[src/rtl/div_nonrestoring_seq.sv]
// Sequential non-restoring unsigned divider: one quotient bit per clock, DVD_W+2 cycles start-to-done.
// start is taken only in IDLE; a zero divisor finishes in one cycle with dbz set and an all-ones quotient.
module div_nonrestoring_seq #(
    parameter int DVD_W = 8,
    parameter int DVS_W = 4
) (
    input  logic             clk,
    input  logic             rst_n,
    input  logic             start,
    input  logic [DVD_W-1:0] a,
    input  logic [DVS_W-1:0] b,
    output logic             busy,
    output logic             done,
    output logic [DVD_W-1:0] quot,
    output logic [DVS_W-1:0] rem,
    output logic             dbz
);
    localparam int CNT_W = $clog2(DVD_W);

    typedef enum logic [1:0] {IDLE, CALC, CORR, DONE} state_t;

    state_t           state_q;
    logic [DVS_W:0]   p_q;
    logic [DVS_W:0]   p_d;
    logic [DVS_W:0]   p_sh;
    logic [DVS_W:0]   b_ext;
    logic [DVD_W-1:0] q_q;
    logic [DVD_W-1:0] q_d;
    logic [DVS_W-1:0] b_q;
    logic [DVS_W-1:0] rem_d;
    logic [CNT_W-1:0] cnt_q;

    // P is kept modulo 2^(DVS_W+1); the true value always lies in [-b, b), so wrap in the shift is harmless.
    always_comb begin
        b_ext = {1'b0, b_q};
        p_sh  = {p_q[DVS_W-1:0], q_q[DVD_W-1]};
        p_d   = p_q[DVS_W] ? (p_sh + b_ext) : (p_sh - b_ext);
        q_d   = {q_q[DVD_W-2:0], ~p_d[DVS_W]};
        rem_d = p_q[DVS_W] ? (p_q[DVS_W-1:0] + b_q) : p_q[DVS_W-1:0];
    end

    always_ff @(posedge clk or negedge rst_n) begin
        if (!rst_n) begin
            state_q <= IDLE;
            p_q     <= '0;
            q_q     <= '0;
            b_q     <= '0;
            cnt_q   <= '0;
            busy    <= 1'b0;
            done    <= 1'b0;
            quot    <= '0;
            rem     <= '0;
            dbz     <= 1'b0;
        end else begin
            case (state_q)
                IDLE: begin
                    if (start) begin
                        b_q <= b;
                        if (b == '0) begin
                            dbz     <= 1'b1;
                            quot    <= '1;
                            rem     <= '0;
                            done    <= 1'b1;
                            state_q <= DONE;
                        end else begin
                            dbz     <= 1'b0;
                            busy    <= 1'b1;
                            p_q     <= '0;
                            q_q     <= a;
                            cnt_q   <= CNT_W'(DVD_W - 1);
                            state_q <= CALC;
                        end
                    end
                end
                CALC: begin
                    p_q   <= p_d;
                    q_q   <= q_d;
                    cnt_q <= cnt_q - CNT_W'(1);
                    if (cnt_q == '0) begin
                        state_q <= CORR;
                    end
                end
                CORR: begin
                    p_q     <= p_q[DVS_W] ? (p_q + b_ext) : p_q;
                    quot    <= q_q;
                    rem     <= rem_d;
                    busy    <= 1'b0;
                    done    <= 1'b1;
                    state_q <= DONE;
                end
                DONE: begin
                    done    <= 1'b0;
                    state_q <= IDLE;
                end
                default: state_q <= IDLE;
            endcase
        end
    end
endmodule
[config.mk]
export PLATFORM = sky130hd
export DESIGN_NAME = div_nonrestoring_seq
export DESIGN_NICKNAME = d
export VERILOG_FILES = /design/src/rtl/div_nonrestoring_seq.sv
export SDC_FILE = /design/constraint.sdc
export NUM_CORES = 1
export LEC_CHECK = 0
export CAP_MARGIN = 10
export CORE_ASPECT_RATIO = 0.7
export CORE_MARGIN = 3
export CORE_UTILIZATION = 40
export DETAILED_ROUTE_END_ITERATION = 8
export GPL_TIMING_DRIVEN = 0
export PLACE_DENSITY_LB_ADDON = 0.08
export SETUP_SLACK_MARGIN = 0.15
export SLEW_MARGIN = 10
export SYNTH_ARGS = -nofsm -noshare
export SYNTH_HDL_FRONTEND = slang
export SYNTH_SLANG_ARGS = --single-unit
[constraint.sdc]
create_clock -name clk -period 4.1 [get_ports clk]
set_input_delay 0.41 -clock clk [delete_from_list [all_inputs] [get_ports clk]]
set_output_delay 0.41 -clock clk [all_outputs]
set_load 0.1 [all_outputs]
==> impl_metrics.xml <==
<?xml version="1.0" encoding="UTF-8"?>
<metrics>
  <group name="run_status">
    <metric name="result_of_the_run" unit="">completed</metric>
  </group>
  <group name="sta">
    <metric name="timing.hold.ws" unit="ns">0.442</metric>
    <metric name="fmax" unit="MHz">384</metric>
    <metric name="fin_crit_sh" unit="">0.635</metric>
    <metric name="final_slew_viol_count" unit="">0</metric>
    <metric name="worst_slack" unit="ns">1.50</metric>
    <metric name="slew-limit-headroom" unit="">0.343</metric>
    <metric name="timing_worst_slew_pin_value" unit="ns">0.982</metric>
    <metric name="rsz0062_at_grt" unit="">false</metric>
    <metric name="worst_clock_skew" unit="ns">0.00746</metric>
    <metric name="hold_viol" unit="">0</metric>
    <metric name="finalCriticalPeriod" unit="ns">2.60</metric>
    <metric name="setup_viol" unit="">0</metric>
    <metric name="fin_setup_tns" unit="ns">0</metric>
  </group>
  <group name="critical_path">
    <metric name="cp_slowest_stage_delay" unit="ns">0.47</metric>
    <metric name="critical_path.cell_chain" unit="">clkbuf_1, mux2_2, inv_1, fa_1, nand2b_1, a21oi_1, xnor2_1, o311ai_0</metric>
    <metric name="cp.arrival" unit="ns">2.77</metric>
    <metric name="reg2reg_to" unit="">p_q[4]</metric>
    <metric name="timing.critical_path.to_type" unit="">flop</metric>
    <metric name="ff2ff_path_depth" unit="">8</metric>
    <metric name="rrSetupSlack" unit="ns">1.50</metric>
    <metric name="crit_fanout" unit="">10</metric>
    <metric name="worst-setup-path-type" unit="">flop to flop</metric>
    <metric name="startpoint_type_of_the_worst_setup_path" unit="">flop</metric>
    <metric name="worst-endpoint-required" unit="ns">4.27</metric>
    <metric name="r2r_path_start" unit="">p_q[4]</metric>
    <metric name="critical-path-slowest-cell" unit="">sky130_fd_sc_hd__dfrtp_1</metric>
  </group>
  <group name="global_route">
    <metric name="first_global_vias" unit="">1640</metric>
    <metric name="grt_antenna_before_repair" unit="">0</metric>
    <metric name="globalRoute.totalOverflow" unit="">0</metric>
    <metric name="globalRouteTotalUtil" unit="">0.172</metric>
    <metric name="grt_start_max_net_pins" unit="">36</metric>
    <metric name="global_route_wire_length_before_repair" unit="um">8300</metric>
  </group>
  <group name="clocking">
    <metric name="clock_tree.buffer_depth" unit="">2</metric>
    <metric name="clock_tree.root_cell" unit="">sky130_fd_sc_hd__clkbuf_8</metric>
    <metric name="clkSlewWorstSetupHoldPaths" unit="ns">0.08</metric>
    <metric name="clkLatencyLatePin" unit="ns">0.29</metric>
    <metric name="total_setup_buffers_inserted_after_cts" unit="">0</metric>
    <metric name="tritoncts" unit="">built</metric>
    <metric name="cts_sinks" unit="">37</metric>
    <metric name="cts_made_buffers" unit="">5</metric>
    <metric name="cts_max_level" unit="">2</metric>
  </group>
  <group name="synthesis">
    <metric name="netlist_area" unit="um2">2180</metric>
    <metric name="mappedNetlistNets" unit="">251</metric>
    <metric name="synthesis.instances" unit="">217</metric>
    <metric name="synth-seq-cells" unit="">37</metric>
    <metric name="ys_top_cells_by_count" unit="">sky130_fd_sc_hd__dfrtp_1 (37), sky130_fd_sc_hd__inv_1 (21), sky130_fd_sc_hd__nand2_1 (19), sky130_fd_sc_hd__ha_1 (17), sky130_fd_sc_hd__o21ai_0 (17)</metric>
    <metric name="synth_async_sr_flop_share" unit="">1.00</metric>
    <metric name="synthDominantAreaCellType" unit="">sky130_fd_sc_hd__dfrtp_1</metric>
    <metric name="yosysUniqueCellTypes" unit="">46</metric>
    <metric name="synthesis.area_per_instance" unit="um2">10.0</metric>
    <metric name="synth_area_leaders" unit="">sky130_fd_sc_hd__dfrtp_1 (43%), sky130_fd_sc_hd__ha_1 (9.8%), sky130_fd_sc_hd__mux2i_1 (4.1%), sky130_fd_sc_hd__o21ai_0 (3.9%), sky130_fd_sc_hd__inv_1 (3.6%)</metric>
    <metric name="post-synth-top-count-cell" unit="">sky130_fd_sc_hd__dfrtp_1</metric>
    <metric name="yosys_warnings" unit="">0</metric>
    <metric name="yosysSeqAreaShare" unit="">0.425</metric>
    <metric name="synth-main-ff-cell" unit="">sky130_fd_sc_hd__dfrtp_1</metric>
    <metric name="synth-edff-count" unit="">0</metric>
    <metric name="synth_top_area_share" unit="">0.425</metric>
  </group>
  <group name="detailed_routing">
    <metric name="route.final.wire_length" unit="um">4910</metric>
    <metric name="num_vias" unit="">1674</metric>
    <metric name="antenna_violating_nets_post_route" unit="">0</metric>
    <metric name="post_drt_via_cell_ratio" unit="">5.15</metric>
    <metric name="route.detailed.drc" unit="">0</metric>
    <metric name="dr.first_iter.drc_count" unit="">113</metric>
    <metric name="route.detailed.wl_per_inst" unit="um">15.1</metric>
    <metric name="firstDrtPassIters" unit="">4</metric>
  </group>
  <group name="placement">
    <metric name="dp_worst_setup_slack" unit="ns">1.53</metric>
    <metric name="dp.final_hpwl" unit="um">3700</metric>
    <metric name="placement.io_buffers" unit="">29</metric>
    <metric name="globalplace.congestion" unit="">0.850</metric>
  </group>
  <group name="floorplanning">
    <metric name="ios" unit="">30</metric>
    <metric name="placement_rows" unit="">21</metric>
    <metric name="die_h" unit="um">67.7</metric>
    <metric name="starting_density" unit="">0.434</metric>
    <metric name="die_x" unit="um">94.2</metric>
    <metric name="core_region_area" unit="um2">5020</metric>
    <metric name="die-area" unit="um2">6380</metric>
  </group>
  <group name="cells_and_area">
    <metric name="design.final.nets" unit="">289</metric>
    <metric name="drive_gt1_frac" unit="">0.137</metric>
    <metric name="syn_to_final_growth" unit="%">23.1</metric>
    <metric name="antenna_cells" unit="">0</metric>
    <metric name="utilization" unit="">0.534</metric>
    <metric name="fillerInstances" unit="">477</metric>
  </group>
  <group name="worst_hold_path">
    <metric name="hp-class" unit="">input port to async pin</metric>
  </group>
  <group name="run">
    <metric name="drv_cap" unit="">0</metric>
  </group>
</metrics>
worst max-delay path, delay by kind of cell (launching register included):
kind / cells / cell delay [ns]
AOI/OAI and AO/OA: 2 / 0.55
and+or+nand+nor: 1 / 0.16
muxes: 1 / 0.26
DFF: 1 / 0.47
xor gates and xnor gates: 1 / 0.15
buffers and inverters: 2 / 0.46
adders and majority gates: 1 / 0.42
sequential cells by signal, summed over array words and instances, names as in the netlist:
register and count:
busy 1, state_q 2, cnt_q 3, dbz 1
p_q 5, done 1, rem 4, q_q 8
b_q 4, quot 8
layout by cell type, fill, tap and decap left out, types with 2 or more instances in the layout:
master	instances
sky130_fd_sc_hd__a21o_1	2
sky130_fd_sc_hd__a21oi_1	10
sky130_fd_sc_hd__a31oi_1	2
sky130_fd_sc_hd__a32oi_1	2
sky130_fd_sc_hd__and3_1	3
sky130_fd_sc_hd__buf_2	5
sky130_fd_sc_hd__clkbuf_1	3
sky130_fd_sc_hd__clkbuf_8	7
sky130_fd_sc_hd__clkdlybuf4s50_1	28
sky130_fd_sc_hd__dfrtp_1	37
sky130_fd_sc_hd__fa_1	2
sky130_fd_sc_hd__ha_1	17
sky130_fd_sc_hd__inv_1	21
sky130_fd_sc_hd__mux2_2	6
sky130_fd_sc_hd__mux2i_1	9
sky130_fd_sc_hd__nand2_1	19
sky130_fd_sc_hd__nand3_1	5
sky130_fd_sc_hd__nand4_1	2
sky130_fd_sc_hd__nor2_1	14
sky130_fd_sc_hd__nor2b_1	2
sky130_fd_sc_hd__nor3_1	3
sky130_fd_sc_hd__o21ai_0	17
sky130_fd_sc_hd__o22a_1	2
sky130_fd_sc_hd__o22a_2	6
sky130_fd_sc_hd__o22ai_1	2
sky130_fd_sc_hd__o31ai_1	2
sky130_fd_sc_hd__xnor2_1	3
sky130_fd_sc_hd__xor2_1	2
per-layer routing:
layer / track usage / vias up / routed length (um) / part of all wire
met5: 0 / - / 0 / 0
met4: 0.0523 / 0 / 55 / 0.011
met3: 0.0367 / 10 / 240 / 0.049
met2: 0.226 / 37 / 1850 / 0.38
met1: 0.273 / 781 / 2760 / 0.56
li1: - / 846 / - / -
worst max path at each step:
stage,from,to,slack (ns),cells after the start
6_report,p_q[4],p_q[4],1.50,8
2_1_floorplan,p_q[4],p_q[4],1.99,8
5_1_grt,p_q[4],p_q[4],1.22,8
3_3_place_gp,p_q[4],p_q[4],1.50,8
4_1_cts,p_q[4],p_q[4],1.51,8
3_5_place_dp,p_q[4],p_q[4],1.53,8
per-stage QoR:
stage                     instances  instance area, um2
after detailed placement        316                2570
after CTS                       325                2680
after floorplan                 217                2180
after global routing            325                2680
after global placement          315                2550
final                           325                2680
cell families (layout without fill, tap and decap cells):
group                      count (synthesis)  count (layout)  synth area share
xor gates and xnor gates                   5               5            0.0201
and+or+nand+nor                           55              55             0.121
DFF                                       37              37             0.425
buffers and inverters                     29              68            0.0557
muxes                                     15              15            0.0724
AOI/OAI and AO/OA                         57              57             0.190
adders and majority gates                 19              19             0.116
timing repair:
item,in CTS,in global routing
hold buffers,1,0
hold endpoints to repair,2,0
resized for setup,0,0
area by class of cell:
type | count | area (um2) | share of cell area
sequential | 37 | 926 | 0.345
timing repair buffer | 31 | 315 | 0.118
inverter | 21 | 78.8 | 0.0294
tap | 69 | 86.3 | 0.0322
clock inverter | 1 | 5.00 | 0.00187
multi-input combinational | 151 | 1130 | 0.422
clock buffer | 7 | 96.3 | 0.0359
buffer | 8 | 42.5 | 0.0159
Power is left out: the tool's default activity adds up to more than one toggle a clock period on the data nets, which glitch-free logic cannot reach.
